$ cat config.mk
export PLATFORM = sky130hd
export DESIGN_NAME = axi_rd_slice_s16_flat
export DESIGN_NICKNAME = d
export VERILOG_FILES = /design/src/rtl/axi_rd_slice_s16_if.sv /design/src/rtl/axi_rd_slice_s16.sv /design/src/flat_wrapper.sv
export SDC_FILE = /design/constraint.sdc
export NUM_CORES = 1
export LEC_CHECK = 0
export CAP_MARGIN = 15
export CELL_PAD_IN_SITES_DETAIL_PLACEMENT = 1
export CELL_PAD_IN_SITES_GLOBAL_PLACEMENT = 2
export CORE_ASPECT_RATIO = 1.2
export CORE_MARGIN = 3
export CORE_UTILIZATION = 45
export DETAILED_ROUTE_END_ITERATION = 16
export DONT_BUFFER_PORTS = 1
export GPL_ROUTABILITY_DRIVEN = 0
export MAX_ROUTING_LAYER = met4
export PLACE_DENSITY_LB_ADDON = 0.15
export SLEW_MARGIN = 10
export SYNTH_ARGS = -nofsm -noshare
export SYNTH_HDL_FRONTEND = slang
export SYNTH_SLANG_ARGS = --single-unit
$ cat constraint.sdc
create_clock -name aclk -period 5.9 [get_ports aclk]
set_clock_uncertainty 0.15 [all_clocks]
set_input_delay 0.59 -clock aclk [delete_from_list [all_inputs] [get_ports aclk]]
set_output_delay 0.59 -clock aclk [all_outputs]
set_load 0.05 [all_outputs]
$ cat src/rtl/axi_rd_slice_s16_if.sv
// AXI4 read-path bundle (AR + R channels) shared by both sides of the read slice.
// The master modport drives AR and accepts R; the slave modport is its mirror.
interface axi_rd_slice_s16_if #(
  parameter int P_AXI_IDWIDTH = 5
);
  logic [P_AXI_IDWIDTH-1:0] arid;
  logic [31:0]              araddr;
  logic [3:0]               arlen;
  logic [2:0]               arsize;
  logic [1:0]               arburst;
  logic                     arlock;
  logic [3:0]               arcache;
  logic [2:0]               arprot;
  logic                     aruser;
  logic                     arvalid;
  logic                     arready;

  logic [P_AXI_IDWIDTH-1:0] rid;
  logic [63:0]              rdata;
  logic [1:0]               rresp;
  logic                     rlast;
  logic                     ruser;
  logic                     rvalid;
  logic                     rready;

  modport master (
    output arid, araddr, arlen, arsize, arburst, arlock, arcache, arprot, aruser, arvalid,
    input  arready,
    input  rid, rdata, rresp, rlast, ruser, rvalid,
    output rready
  );

  modport slave (
    input  arid, araddr, arlen, arsize, arburst, arlock, arcache, arprot, aruser, arvalid,
    output arready,
    output rid, rdata, rresp, rlast, ruser, rvalid,
    input  rready
  );
endinterface

$ cat src/rtl/axi_rd_slice_s16.sv
// Registered AXI4 read slice: one full-throughput skid buffer on AR and on R,
// plus a limiter capping the number of read bursts in flight at P_MAX_OUTST.
module axi_rd_slice_s16_skid #(
  parameter int P_W = 8
) (
  input  logic           aclk,
  input  logic           areset,
  input  logic           i_valid,
  output logic           o_ready,
  input  logic [P_W-1:0] i_data,
  output logic           o_valid,
  input  logic           i_ready,
  output logic [P_W-1:0] o_data
);
  logic           r_main_v, r_skid_v, r_in_ready;
  logic [P_W-1:0] r_main_d, r_skid_d;
  logic           w_in_hs, w_out_hs;
  logic           w_main_v_nxt, w_skid_v_nxt;
  logic           w_load_main_in, w_load_main_skid, w_load_skid;

  assign w_in_hs  = i_valid & r_in_ready;
  assign w_out_hs = r_main_v & i_ready;
  assign o_ready  = r_in_ready;
  assign o_valid  = r_main_v;
  assign o_data   = r_main_d;

  // NOTE: every signal gets a default before the branches, so no latch is inferred.
  always_comb begin
    w_main_v_nxt     = r_main_v;
    w_skid_v_nxt     = r_skid_v;
    w_load_main_in   = 1'b0;
    w_load_main_skid = 1'b0;
    w_load_skid      = 1'b0;
    if (w_out_hs && r_skid_v) begin
      w_load_main_skid = 1'b1;
      w_skid_v_nxt     = 1'b0;
    end else if (w_in_hs && (!r_main_v || w_out_hs)) begin
      w_load_main_in = 1'b1;
      w_main_v_nxt   = 1'b1;
    end else if (w_in_hs) begin
      w_load_skid  = 1'b1;
      w_skid_v_nxt = 1'b1;
    end else if (w_out_hs) begin
      w_main_v_nxt = 1'b0;
    end
  end

  // NOTE: state registers use non-blocking assignments so every flop samples pre-edge values.
  always_ff @(posedge aclk) begin
    if (areset) begin
      r_main_v   <= 1'b0;
      r_skid_v   <= 1'b0;
      r_in_ready <= 1'b0;
    end else begin
      r_main_v   <= w_main_v_nxt;
      r_skid_v   <= w_skid_v_nxt;
      r_in_ready <= ~w_skid_v_nxt;
    end
  end

  // NOTE: payload registers carry no reset; they are only observed while their valid is set.
  always_ff @(posedge aclk) begin
    if (w_load_main_skid)    r_main_d <= r_skid_d;
    else if (w_load_main_in) r_main_d <= i_data;
    if (w_load_skid)         r_skid_d <= i_data;
  end
endmodule

module axi_rd_slice_s16 #(
  parameter int P_AXI_IDWIDTH = 5,
  parameter int P_MAX_OUTST   = 4
) (
  input  logic                  aclk,
  input  logic                  areset,
  axi_rd_slice_s16_if.slave     axis,
  axi_rd_slice_s16_if.master    axim,
  output logic [3:0]            rd_outst,
  output logic                  rd_err
);
  localparam int         LP_AR_W = P_AXI_IDWIDTH + 50;
  localparam int         LP_R_W  = P_AXI_IDWIDTH + 68;
  localparam logic [3:0] LP_MAX  = 4'(P_MAX_OUTST);

  logic               w_ar_in_ready, w_not_full, w_ar_in_valid;
  logic               w_ar_hs, w_rlast_hs;
  logic [LP_AR_W-1:0] w_ar_in, w_ar_out;
  logic [LP_R_W-1:0]  w_r_in, w_r_out;
  logic [3:0]         r_outst;
  logic               r_err;

  // Both terms come straight from flops, so arready has no path from any input.
  assign w_not_full    = (r_outst != LP_MAX);
  assign axis.arready  = w_ar_in_ready & w_not_full;
  assign w_ar_in_valid = axis.arvalid & w_not_full;

  assign w_ar_in = {axis.arid, axis.araddr, axis.arlen, axis.arsize, axis.arburst,
                    axis.arlock, axis.arcache, axis.arprot, axis.aruser};
  assign {axim.arid, axim.araddr, axim.arlen, axim.arsize, axim.arburst,
          axim.arlock, axim.arcache, axim.arprot, axim.aruser} = w_ar_out;

  axi_rd_slice_s16_skid #(.P_W(LP_AR_W)) u_ar_skid (
    .aclk    (aclk),
    .areset  (areset),
    .i_valid (w_ar_in_valid),
    .o_ready (w_ar_in_ready),
    .i_data  (w_ar_in),
    .o_valid (axim.arvalid),
    .i_ready (axim.arready),
    .o_data  (w_ar_out)
  );

  assign w_r_in = {axim.rid, axim.rdata, axim.rresp, axim.rlast, axim.ruser};
  assign {axis.rid, axis.rdata, axis.rresp, axis.rlast, axis.ruser} = w_r_out;

  axi_rd_slice_s16_skid #(.P_W(LP_R_W)) u_r_skid (
    .aclk    (aclk),
    .areset  (areset),
    .i_valid (axim.rvalid),
    .o_ready (axim.rready),
    .i_data  (w_r_in),
    .o_valid (axis.rvalid),
    .i_ready (axis.rready),
    .o_data  (w_r_out)
  );

  assign w_ar_hs    = axis.arvalid & axis.arready;
  assign w_rlast_hs = axis.rvalid & axis.rready & axis.rlast;

  // A burst counts as outstanding from slave-side AR acceptance to slave-side rlast delivery.
  always_ff @(posedge aclk) begin
    if (areset) begin
      r_outst <= '0;
      r_err   <= 1'b0;
    end else if (w_ar_hs && !w_rlast_hs) begin
      r_outst <= r_outst + 4'd1;
    end else if (!w_ar_hs && w_rlast_hs) begin
      if (r_outst == 4'd0) r_err   <= 1'b1;
      else                 r_outst <= r_outst - 4'd1;
    end
  end

  assign rd_outst = r_outst;
  assign rd_err   = r_err;
endmodule
$ cat src/flat_wrapper.sv
// flat-port wrapper written by rule: the top's interface ports become plain ports
module axi_rd_slice_s16_flat 
#(
  parameter int P_AXI_IDWIDTH = 5,
  parameter int P_MAX_OUTST   = 4
)
  (aclk, areset, rd_outst, rd_err, axis_arid, axis_araddr, axis_arlen, axis_arsize, axis_arburst, axis_arlock, axis_arcache, axis_arprot, axis_aruser, axis_arvalid, axis_arready, axis_rid, axis_rdata, axis_rresp, axis_rlast, axis_ruser, axis_rvalid, axis_rready, axim_arid, axim_araddr, axim_arlen, axim_arsize, axim_arburst, axim_arlock, axim_arcache, axim_arprot, axim_aruser, axim_arvalid, axim_arready, axim_rid, axim_rdata, axim_rresp, axim_rlast, axim_ruser, axim_rvalid, axim_rready);
  axi_rd_slice_s16_if #(.P_AXI_IDWIDTH(P_AXI_IDWIDTH)) axis_i ();
  axi_rd_slice_s16_if #(.P_AXI_IDWIDTH(P_AXI_IDWIDTH)) axim_i ();
  input  logic aclk;
  input  logic areset;
  output logic [3:0] rd_outst;
  output logic rd_err;
  input wire logic [$bits(axis_i.arid)-1:0] axis_arid;
  input wire logic [$bits(axis_i.araddr)-1:0] axis_araddr;
  input wire logic [$bits(axis_i.arlen)-1:0] axis_arlen;
  input wire logic [$bits(axis_i.arsize)-1:0] axis_arsize;
  input wire logic [$bits(axis_i.arburst)-1:0] axis_arburst;
  input wire logic [$bits(axis_i.arlock)-1:0] axis_arlock;
  input wire logic [$bits(axis_i.arcache)-1:0] axis_arcache;
  input wire logic [$bits(axis_i.arprot)-1:0] axis_arprot;
  input wire logic [$bits(axis_i.aruser)-1:0] axis_aruser;
  input wire logic [$bits(axis_i.arvalid)-1:0] axis_arvalid;
  output wire logic [$bits(axis_i.arready)-1:0] axis_arready;
  output wire logic [$bits(axis_i.rid)-1:0] axis_rid;
  output wire logic [$bits(axis_i.rdata)-1:0] axis_rdata;
  output wire logic [$bits(axis_i.rresp)-1:0] axis_rresp;
  output wire logic [$bits(axis_i.rlast)-1:0] axis_rlast;
  output wire logic [$bits(axis_i.ruser)-1:0] axis_ruser;
  output wire logic [$bits(axis_i.rvalid)-1:0] axis_rvalid;
  input wire logic [$bits(axis_i.rready)-1:0] axis_rready;
  output wire logic [$bits(axim_i.arid)-1:0] axim_arid;
  output wire logic [$bits(axim_i.araddr)-1:0] axim_araddr;
  output wire logic [$bits(axim_i.arlen)-1:0] axim_arlen;
  output wire logic [$bits(axim_i.arsize)-1:0] axim_arsize;
  output wire logic [$bits(axim_i.arburst)-1:0] axim_arburst;
  output wire logic [$bits(axim_i.arlock)-1:0] axim_arlock;
  output wire logic [$bits(axim_i.arcache)-1:0] axim_arcache;
  output wire logic [$bits(axim_i.arprot)-1:0] axim_arprot;
  output wire logic [$bits(axim_i.aruser)-1:0] axim_aruser;
  output wire logic [$bits(axim_i.arvalid)-1:0] axim_arvalid;
  input wire logic [$bits(axim_i.arready)-1:0] axim_arready;
  input wire logic [$bits(axim_i.rid)-1:0] axim_rid;
  input wire logic [$bits(axim_i.rdata)-1:0] axim_rdata;
  input wire logic [$bits(axim_i.rresp)-1:0] axim_rresp;
  input wire logic [$bits(axim_i.rlast)-1:0] axim_rlast;
  input wire logic [$bits(axim_i.ruser)-1:0] axim_ruser;
  input wire logic [$bits(axim_i.rvalid)-1:0] axim_rvalid;
  output wire logic [$bits(axim_i.rready)-1:0] axim_rready;
  assign axis_i.arid = axis_arid;
  assign axis_i.araddr = axis_araddr;
  assign axis_i.arlen = axis_arlen;
  assign axis_i.arsize = axis_arsize;
  assign axis_i.arburst = axis_arburst;
  assign axis_i.arlock = axis_arlock;
  assign axis_i.arcache = axis_arcache;
  assign axis_i.arprot = axis_arprot;
  assign axis_i.aruser = axis_aruser;
  assign axis_i.arvalid = axis_arvalid;
  assign axis_arready = axis_i.arready;
  assign axis_rid = axis_i.rid;
  assign axis_rdata = axis_i.rdata;
  assign axis_rresp = axis_i.rresp;
  assign axis_rlast = axis_i.rlast;
  assign axis_ruser = axis_i.ruser;
  assign axis_rvalid = axis_i.rvalid;
  assign axis_i.rready = axis_rready;
  assign axim_arid = axim_i.arid;
  assign axim_araddr = axim_i.araddr;
  assign axim_arlen = axim_i.arlen;
  assign axim_arsize = axim_i.arsize;
  assign axim_arburst = axim_i.arburst;
  assign axim_arlock = axim_i.arlock;
  assign axim_arcache = axim_i.arcache;
  assign axim_arprot = axim_i.arprot;
  assign axim_aruser = axim_i.aruser;
  assign axim_arvalid = axim_i.arvalid;
  assign axim_i.arready = axim_arready;
  assign axim_i.rid = axim_rid;
  assign axim_i.rdata = axim_rdata;
  assign axim_i.rresp = axim_rresp;
  assign axim_i.rlast = axim_rlast;
  assign axim_i.ruser = axim_ruser;
  assign axim_i.rvalid = axim_rvalid;
  assign axim_rready = axim_i.rready;
  axi_rd_slice_s16 #(.P_AXI_IDWIDTH(P_AXI_IDWIDTH), .P_MAX_OUTST(P_MAX_OUTST)) u_core (.aclk(aclk), .areset(areset), .axis(axis_i), .axim(axim_i), .rd_outst(rd_outst), .rd_err(rd_err));
endmodule
==> results of run 1 <==
worst max path at each step:
stage                                            to  slack (ns)
2_1_floorplan   u_core.u_r_skid.o_data[0]$_DFFE_PP_        0.82
3_3_place_gp   u_core.u_r_skid.o_data[24]$_DFFE_PP_        2.83
3_5_place_dp    u_core.u_r_skid.o_data[3]$_DFFE_PP_        2.78
4_1_cts        u_core.u_r_skid.o_data[14]$_DFFE_PP_        2.75
5_1_grt             u_core.rd_outst[3]$_SDFFE_PP0P_        2.57
6_report            u_core.rd_outst[3]$_SDFFE_PP0P_        2.81
cells in the mapped netlist, types with 2 or more instances:
cell       number  area share, %
nor3_1          2           0.10
xnor2_1         2           0.18
a21oi_1         7           0.36
nand2_1        10           0.38
edfxtp_1      256             78
and3_1          2           0.13
a31oi_1         2           0.13
o21ai_0         3           0.15
inv_1           7           0.27
and2_1          3           0.19
buf_2          13           0.66
nand3_1         4           0.20
a2111oi_0       2           0.18
ha_1            4           0.51
mux2_2        128             15
dfxtp_1        11            2.2
nor2_1          7           0.27
cells by family (layout without fill, tap and decap cells):
| group | count (synthesis) | after routing | share of synthesized area (%) |
|---|---|---|---|
| AO/OA/AOI/OAI | 17 | 17 | 1.07 |
| flip-flops | 267 | 267 | 80.5 |
| adder cells (fa/ha/maj) | 5 | 5 | 0.714 |
| XOR/XNOR | 2 | 2 | 0.178 |
| AND/OR/NAND/NOR | 33 | 33 | 1.86 |
| buffers and inverters | 21 | 188 | 0.968 |
| multiplexers | 128 | 128 | 14.7 |
registers in the layout, indices dropped and copies added (netlist names):
| register | count |
|---|---|
| u_core.u_r_skid.o_data | 73 |
| u_core.u_r_skid.r_skid_d | 73 |
| u_core.u_ar_skid.o_data | 55 |
| u_core.u_ar_skid.r_skid_d | 55 |
| u_core.rd_outst | 4 |
| u_core.rd_err | 1 |
| u_core.u_ar_skid.o_ready | 1 |
| u_core.u_ar_skid.o_valid | 1 |
| u_core.u_ar_skid.r_skid_v | 1 |
| u_core.u_r_skid.o_ready | 1 |
| u_core.u_r_skid.o_valid | 1 |
| u_core.u_r_skid.r_skid_v | 1 |
layout make-up:
class                   instances  area, um^2  area share [%]
inverters                       7        26.3           0.214
multi-input cells             185        1860            15.1
repair buffers                134        1350            11.0
clock buffers                  30         687            5.59
clock inverters                17         133            1.08
well taps                     270         338            2.75
flip-flops and latches        267        7910            64.3
metrics by stage:
step / utilization, % / setup slack [ns] / total power, mW / cell area [um^2]
floorplan: - / 0.822 / 2.51 / 9820
global placement: 47.9 / 2.83 / 2.55 / 10200
detailed placement: 47.9 / 2.78 / 2.56 / 10200
CTS: 57.9 / 2.75 / 4.24 / 12300
global route: 58.0 / 2.57 / 4.35 / 12300
finish: 58.0 / 2.81 / 4.20 / 12300
layer usage:
layer | wire length [um] | up-vias
met3 | 2190 | 34
met2 | 10700 | 212
met5 | 0 | -
li1 | - | 2167
met1 | 8950 | 2462
met4 | 437 | 0
power by group through the flow:
stage	combinational (mW)	clock (mW)	sequential (mW)
floorplan	0.101	0	2.41
global placement	0.123	0	2.42
detailed placement	0.129	0	2.43
CTS	0.204	1.65	2.39
global route	0.223	1.73	2.39
finish	0.204	1.61	2.38
worst register-to-register path, stage by stage, from the launching register on:
cell and delay [ns]:
dfxtp_1 0.70, or4b_4 0.56, nand3_4 0.14, inv_1 0.05
ha_1 0.25, inv_1 0.14, ha_1 0.28, a21oi_1 0.23
a2111oi_0 0.14, a311oi_1 0.27, nand2_1 0.08
==> metrics.yaml, run 1 <==
status: "finished clean"
grt_use_met2_pct: 30.1
yosysSeqAreaShare_pct: 80.5
cp-startpoint: "u_core.rd_outst[2]$_SDFFE_PP0P_"
critPathBufInv: 2
synth_ff_type: "edfxtp_1"
tightestPinTransition_ns: 1.04
grt_max_degree: 74
antenna_cells: 0
min_to: "u_core.u_r_skid.o_ready$_SDFF_PP0_"
syn_area_um2: 9820
leakagePower_nw: 4.13
grt_pass1_wl_um: 33900
cts_hold_buf: 129
path_class: "flip-flop to flip-flop"
htreeDepth: 1
hpwl_um: 12900
arrival_ns: 3.35
powerDensity_nw_per_um2: 342
period_minus_slack_ns: 3.09
drive_above_1_share_pct: 28.0
use_met3_pct: 7.05
crit_required_ns: 6.16
ys_ff_latch: 267
crit_family: "simple AND/OR/NAND/NOR gates"
row_count: 58
synth.distinct_cells: 27
numPortBuffers: 0
die_h_um: 168
ant_nets: 0
core-area_um2: 21200
p_int_mw: 3.19
cts_tree: "built"
ff2ff_setup_slack_ns: 2.81
post_cts_buffers: 0
die-width_um: 141
synthArstFlopShare_pct: 0
ctsResizeCount: 0
combPwrFrac_pct: 4.9
avgSynthCellArea_um2: 20.8
switching_power_mw: 1.01
placed_cells: 733
area_delta_synth_final_pct: 25.2
switching_share_pct: 24.0
fillerInstances: 1810
synth_edf_count: 256
period_share_pct: 52.4
grt_antenna_before_repair: 0
rsz0062_at_grt: "no"
max_freq_mhz: 323
cts_root_buffer: "clkbuf_16"
slowest_stage: "dfxtp_1"
hp-class: "primary input to flip-flop"
vias: 4875
tns_ns: 0
startpoint_type: "flip-flop"
grtUsageMet1_pct: 23.6
routedWlPerCell_um: 24.5
slew_headroom_pct: 30.5
r2r-start: "u_core.rd_outst[2]$_SDFFE_PP0P_"
drv_cap: 0
gr-total-overflow: 0
nNetsFinal: 760
power.share.clock_pct: 38.4
via_per_inst: 5.36
cts_inserted_buffers: 26
final_cell_mix: "edfxtp_1, dlygate4sd3_1, mux2_2"
setup_viol: 0
wl_um: 22300
p_seq_share_pct: 56.8
final_common_cell: "edfxtp_1"
syn_nets: 612
finalNonFillerCells: 910
grt_pass1_vias: 5417
path_clk_slew_ns: 0.06
slew_viol_final: 0
hold_viol: 0
dr.pass1.iters: 4
grt_usage_pct: 19.0
crit_cells: 10
cts_buffer_depth: 3
path_max_fanout: 5
reg2regPathDepth: 10
ys_warn_count: 0
whs_ns: 0.0967
die-area_um2: 23600
drt_iter0_markers: 260
initial_core_util_pct: 46.3
vdd_drop_max_mv: 0.255
io_pins: 271
post-route-drc-count: 0
r2r-end: "u_core.rd_outst[3]$_SDFFE_PP0P_"
busiest_layer: "met2"
min_path_cells: 2
clk_latency_ns: 0.52
critPathMaxStageDelay_ns: 0.70
cp_cell_sequence: "or4b_4 > nand3_4 > inv_1 > ha_1 > inv_1 > ha_1 > a21oi_1 > a2111oi_0 > a311oi_1 > nand2_1"
min_from: "axis_rready"
syn_inst: 473
clock_sinks: 267
end_kind: "flip-flop"
No activity file was read; power rests on OpenSTA's default activity.
==> run 2: changes to the inputs <==
==> constraint.sdc (replaced) <==
create_clock -name aclk -period 3.15 [get_ports aclk]
set_clock_uncertainty 0.15 [all_clocks]
set_input_delay 0.315 -clock aclk [delete_from_list [all_inputs] [get_ports aclk]]
set_output_delay 0.315 -clock aclk [all_outputs]
set_load 0.05 [all_outputs]
==> run 2 against run 1 <==
Compared with the run above: largest power group unchanged; cell count up 2.0%; combinational power up 140%; sequential share of layout area down 1.0 points; global-route usage down 0.24 points; count of clock-buffer cells in the layout up 3.
==> metrics.yaml, run 2 (same netlist as run 1, synthesis figures left out) <==
status: "finished clean"
post_cts_buffers: 0
hp-class: "primary input to flip-flop"
final_common_cell: "edfxtp_1"
critPathMaxStageDelay_ns: 0.55
slew_headroom_pct: 50.5
slew_viol_final: 0
numPortBuffers: 0
min_from: "axim_arready"
whs_ns: 0.0198
cp_cell_sequence: "or4b_4 > nand3_4 > inv_1 > ha_1 > inv_1 > ha_1 > a21oi_1 > a2111oi_0 > a311oi_1 > nand2_1"
area_delta_synth_final_pct: 27.2
grt_max_degree: 74
dpl_cell_area_um2: 10300
path_clk_slew_ns: 0.06
ff2ff_setup_slack_ns: 0.23
period_minus_slack_ns: 2.92
regArea_um2: 7910
row_count: 58
end_kind: "flip-flop"
hold_viol: 0
cts_hold_buf: 134
nNetsFinal: 774
cts_inserted_buffers: 28
drv_cap: 0
min_to: "u_core.u_ar_skid.o_ready$_SDFF_PP0_"
min_path_cells: 4
post-place-ws_ns: 0.295
die-width_um: 141
fillerInstances: 1806
die-area_um2: 23600
grt_usage_pct: 18.8
rsz0062_at_grt: "no"
path_class: "flip-flop to flip-flop"
clock_sinks: 267
path_max_fanout: 5
slowest_stage: "or4b_4"
core-area_um2: 21200
setup_viol: 0
stdcell_area_um2: 12500
r2r-end: "u_core.rd_outst[3]$_SDFFE_PP0P_"
crit_required_ns: 3.40
post-route-drc-count: 0
period_share_pct: 92.9
drt_iter0_markers: 306
cts_tree: "built"
die_h_um: 168
wl_um: 22200
grt_pass1_wl_um: 33700
reg2regPathDepth: 10
tightestPinTransition_ns: 0.743
tns_ns: 0
startpoint_type: "flip-flop"
leakagePower_nw: 4.23
final_cell_mix: "edfxtp_1, dlygate4sd3_1, mux2_2"
max_freq_mhz: 342
grt_antenna_before_repair: 1
cts_root_buffer: "clkbuf_16"
critPathBufInv: 2
gr-total-overflow: 0
crit_family: "simple AND/OR/NAND/NOR gates"
r2r-start: "u_core.rd_outst[3]$_SDFFE_PP0P_"
vdd_drop_max_mv: 0.481
ant_nets: 0
cts_buffer_depth: 3
hpwl_um: 13400
vias: 4928
powerDensity_nw_per_um2: 645
io_pins: 271
ctsResizeCount: 0
dr.pass1.iters: 4
fin_ws_ns: 0.225
grt_pass1_vias: 5553
htreeDepth: 1
clk_latency_ns: 0.52
routedWlPerCell_um: 23.9
arrival_ns: 3.17
multi_input_area_um2: 1860
fin_util_pct: 59.0
via_per_inst: 5.31
initial_core_util_pct: 46.3
drive_above_1_share_pct: 29.1
run 2: worst max-delay path by stage:
stage                                          from                                endpoint  slack [ns]  cells after the start
finish              u_core.rd_outst[3]$_SDFFE_PP0P_         u_core.rd_outst[3]$_SDFFE_PP0P_        0.23                     10
global route        u_core.rd_outst[3]$_SDFFE_PP0P_         u_core.rd_outst[3]$_SDFFE_PP0P_        0.06                     10
CTS                 u_core.rd_outst[3]$_SDFFE_PP0P_         u_core.rd_outst[3]$_SDFFE_PP0P_        0.24                     10
detailed placement  u_core.rd_outst[3]$_SDFFE_PP0P_         u_core.rd_outst[3]$_SDFFE_PP0P_        0.30                     10
global placement    u_core.rd_outst[3]$_SDFFE_PP0P_         u_core.rd_outst[3]$_SDFFE_PP0P_        0.51                     10
floorplan           u_core.rd_outst[0]$_SDFFE_PP0P_  u_core.u_ar_skid.r_skid_d[0]$_DFFE_PP_        0.04                      3
run 2: area by class of cell:
| class | instances | area share, % |
|---|---|---|
| diodes | 1 | 0.0200 |
| clock buffers | 33 | 5.93 |
| clock inverters | 19 | 1.24 |
| inverters | 7 | 0.210 |
| multi-input cells | 185 | 14.9 |
| flip-flops and latches | 267 | 63.3 |
| well taps | 270 | 2.70 |
| repair buffers | 146 | 11.8 |
run 2: through the flow:
step,total power [mW],instances
6_report,8.06,928
5_1_grt,8.37,928
4_1_cts,8.15,927
3_5_place_dp,4.81,741
3_3_place_gp,4.79,741
2_1_floorplan,4.70,473
run 2: worst register-to-register path, delay by kind of cell (launching register included):
family,cells,cell delay [ns]
AND/OR/NAND/NOR,3,0.80
flip-flops,1,0.31
adder cells (fa/ha/maj),2,0.54
AO/OA/AOI/OAI,3,0.77
buffers and inverters,2,0.21
run 2: layer usage:
layer	GRT usage [%]	part of all wire [%]
met2	30.3	50
met5	-	0
met1	22.7	38
met4	5.60	2.7
met3	6.34	8.7
run 2: where the power goes:
group | internal [mW] | total, mW | switching (mW)
Clock | 1.85 | 3.16 | 1.31
Sequential | 4.05 | 4.41 | 0.368
Combinational | 0.231 | 0.487 | 0.256
==> run 3: changes to the inputs <==
--- a/config.mk
+++ b/config.mk
@@ -9,7 +9,7 @@
 export CELL_PAD_IN_SITES_DETAIL_PLACEMENT = 1
 export CELL_PAD_IN_SITES_GLOBAL_PLACEMENT = 2
 export CORE_ASPECT_RATIO = 1.2
-export CORE_MARGIN = 3
+export CORE_MARGIN = 5
 export CORE_UTILIZATION = 45
 export DETAILED_ROUTE_END_ITERATION = 16
 export DONT_BUFFER_PORTS = 1
==> run 3 against run 2 <==
Compared with the run above: clock power is 6.3% lower; via count is 1.3% lower; cell area is 0.74% lower; sequential share of layout area is 0.47 points higher; core utilization is 1.6 points lower; combinational power is 1% lower; routed wire length is 4.2% lower; non-clock buffer count is 3 higher; total power is 2.7% lower; largest power group unchanged.
==> metrics.yaml, run 3 (same netlist as run 1, synthesis figures left out) <==
cp_cell_sequence: "or4b_4 > nand3_4 > inv_1 > ha_1 > inv_1 > ha_1 > a21oi_1 > a2111oi_0 > a311oi_1 > nand2_1"
crit_required_ns: 3.40
fin_ws_ns: 0.353
path_class: "flip-flop to flip-flop"
whs_ns: 0.0417
switching_share_pct: 23.9
die-area_um2: 24900
area_delta_synth_final_pct: 26.3
tns_ns: 0
initial_core_util_pct: 45.4
switching_power_mw: 1.88
status: "finished clean"
stdcell_area_um2: 12400
fillerInstances: 1888
setup_viol: 0
multi_input_area_um2: 1860
drv_cap: 0
io_pins: 271
fin_util_pct: 57.3
nNetsFinal: 775
min_to: "u_core.u_r_skid.o_ready$_SDFF_PP0_"
clock_sinks: 267
vias: 4864
tightestPinTransition_ns: 0.757
die-width_um: 145
rsz0062_at_grt: "no"
hp-class: "primary input to flip-flop"
hold_viol: 0
min_path_cells: 3
end_kind: "flip-flop"
arrival_ns: 3.04
reg2regPathDepth: 10
post-place-ws_ns: 0.385
max_freq_mhz: 358
path_max_fanout: 5
slew_viol_final: 0
critPathBufInv: 2
drive_above_1_share_pct: 29.1
r2r-start: "u_core.rd_outst[3]$_SDFFE_PP0P_"
combPwrFrac_pct: 6.1
post-route-drc-count: 0
regArea_um2: 7910
startpoint_type: "flip-flop"
r2r-end: "u_core.rd_outst[3]$_SDFFE_PP0P_"
grt_pass1_wl_um: 31700
cts_inserted_buffers: 26
ant_nets: 0
period_minus_slack_ns: 2.80
slowest_stage: "or4b_4"
leakagePower_nw: 4.20
final_common_cell: "edfxtp_1"
htreeDepth: 1
ff2ff_setup_slack_ns: 0.35
die_h_um: 172
crit_family: "simple AND/OR/NAND/NOR gates"
wl_um: 21300
dr.pass1.iters: 4
numPortBuffers: 0
drt_iter0_markers: 245
clk_latency_ns: 0.52
path_clk_slew_ns: 0.07
power.share.clock_pct: 37.7
gr-total-overflow: 0
grt_pass1_vias: 5396
grt_antenna_before_repair: 0
powerDensity_nw_per_um2: 633
routedWlPerCell_um: 23.0
vdd_drop_max_mv: 0.506
core-area_um2: 21600
hpwl_um: 13600
cts_tree: "built"
min_from: "axim_rvalid"
grt_usage_pct: 16.9
period_share_pct: 88.8
cts_buffer_depth: 3
antenna_cells: 0
critPathMaxStageDelay_ns: 0.56
via_per_inst: 5.25
row_count: 59
placed_cells: 749
post_cts_buffers: 0
p_seq_share_pct: 56.2
cts_root_buffer: "clkbuf_16"
p_int_mw: 5.97
slew_headroom_pct: 49.6
p_total_mw: 7.85
final_cell_mix: "edfxtp_1, dlygate4sd3_1, mux2_2"
grt_max_degree: 56
dpl_cell_area_um2: 10300
finalNonFillerCells: 926
run 3: cell count changes in the layout (fill, tap and decap cells not counted), sizes merged:
cell         change
buf              +4
inv              -1
diode            -1
clkbuf           -1
dlygate4sd3      -1
clkinv           -5
clkinvlp         -1
run 3: power by group through the flow:
stage               registers, mW  logic, mW  clock network (mW)
floorplan                    4.51      0.192                   0
global placement             4.49      0.307                   0
detailed placement           4.49      0.321                   0
CTS                          4.41      0.486                3.05
global route                 4.42      0.525                3.23
finish                       4.41      0.481                2.96
run 3: worst max-delay path by stage:
stage                                                from                                     end  slack, ns  cells after the start
final                     u_core.rd_outst[3]$_SDFFE_PP0P_         u_core.rd_outst[3]$_SDFFE_PP0P_       0.35                     10
after CTS                 u_core.rd_outst[3]$_SDFFE_PP0P_         u_core.rd_outst[3]$_SDFFE_PP0P_       0.36                     10
after detailed placement  u_core.rd_outst[3]$_SDFFE_PP0P_         u_core.rd_outst[3]$_SDFFE_PP0P_       0.38                     10
after floorplan           u_core.rd_outst[0]$_SDFFE_PP0P_  u_core.u_ar_skid.r_skid_d[0]$_DFFE_PP_       0.04                      3
after global routing      u_core.rd_outst[3]$_SDFFE_PP0P_         u_core.rd_outst[3]$_SDFFE_PP0P_       0.16                     10
after global placement    u_core.rd_outst[3]$_SDFFE_PP0P_         u_core.rd_outst[3]$_SDFFE_PP0P_       0.50                     10
run 3: cell type report:
type | count | share of cell area (%)
Inverter | 7 | 0.212
Clock inverter | 12 | 0.989
Multi-Input combinational cell | 185 | 15.0
Sequential cell | 267 | 63.8
Timing Repair Buffer | 149 | 11.8
Tap cell | 274 | 2.76
Clock buffer | 32 | 5.51
run 3: routing by layer:
layer	track usage (%)	part of all wire [%]
met1	20.2	39
met2	27.6	51
met3	6.23	9.5
met4	3.81	1.1
met5	-	0
run 3: worst min-delay path: stages:
cell	delay, ns
a31oi_1	0.19
a21oi_1	0.09
nor2_1	0.08
run 3: timing repair:
action / in CTS / in global routing
hold endpoints to repair: 269 / 0
hold buffers: 133 / 0
endpoints found under the setup margin: 0 / 0
resized for setup: 0 / 0
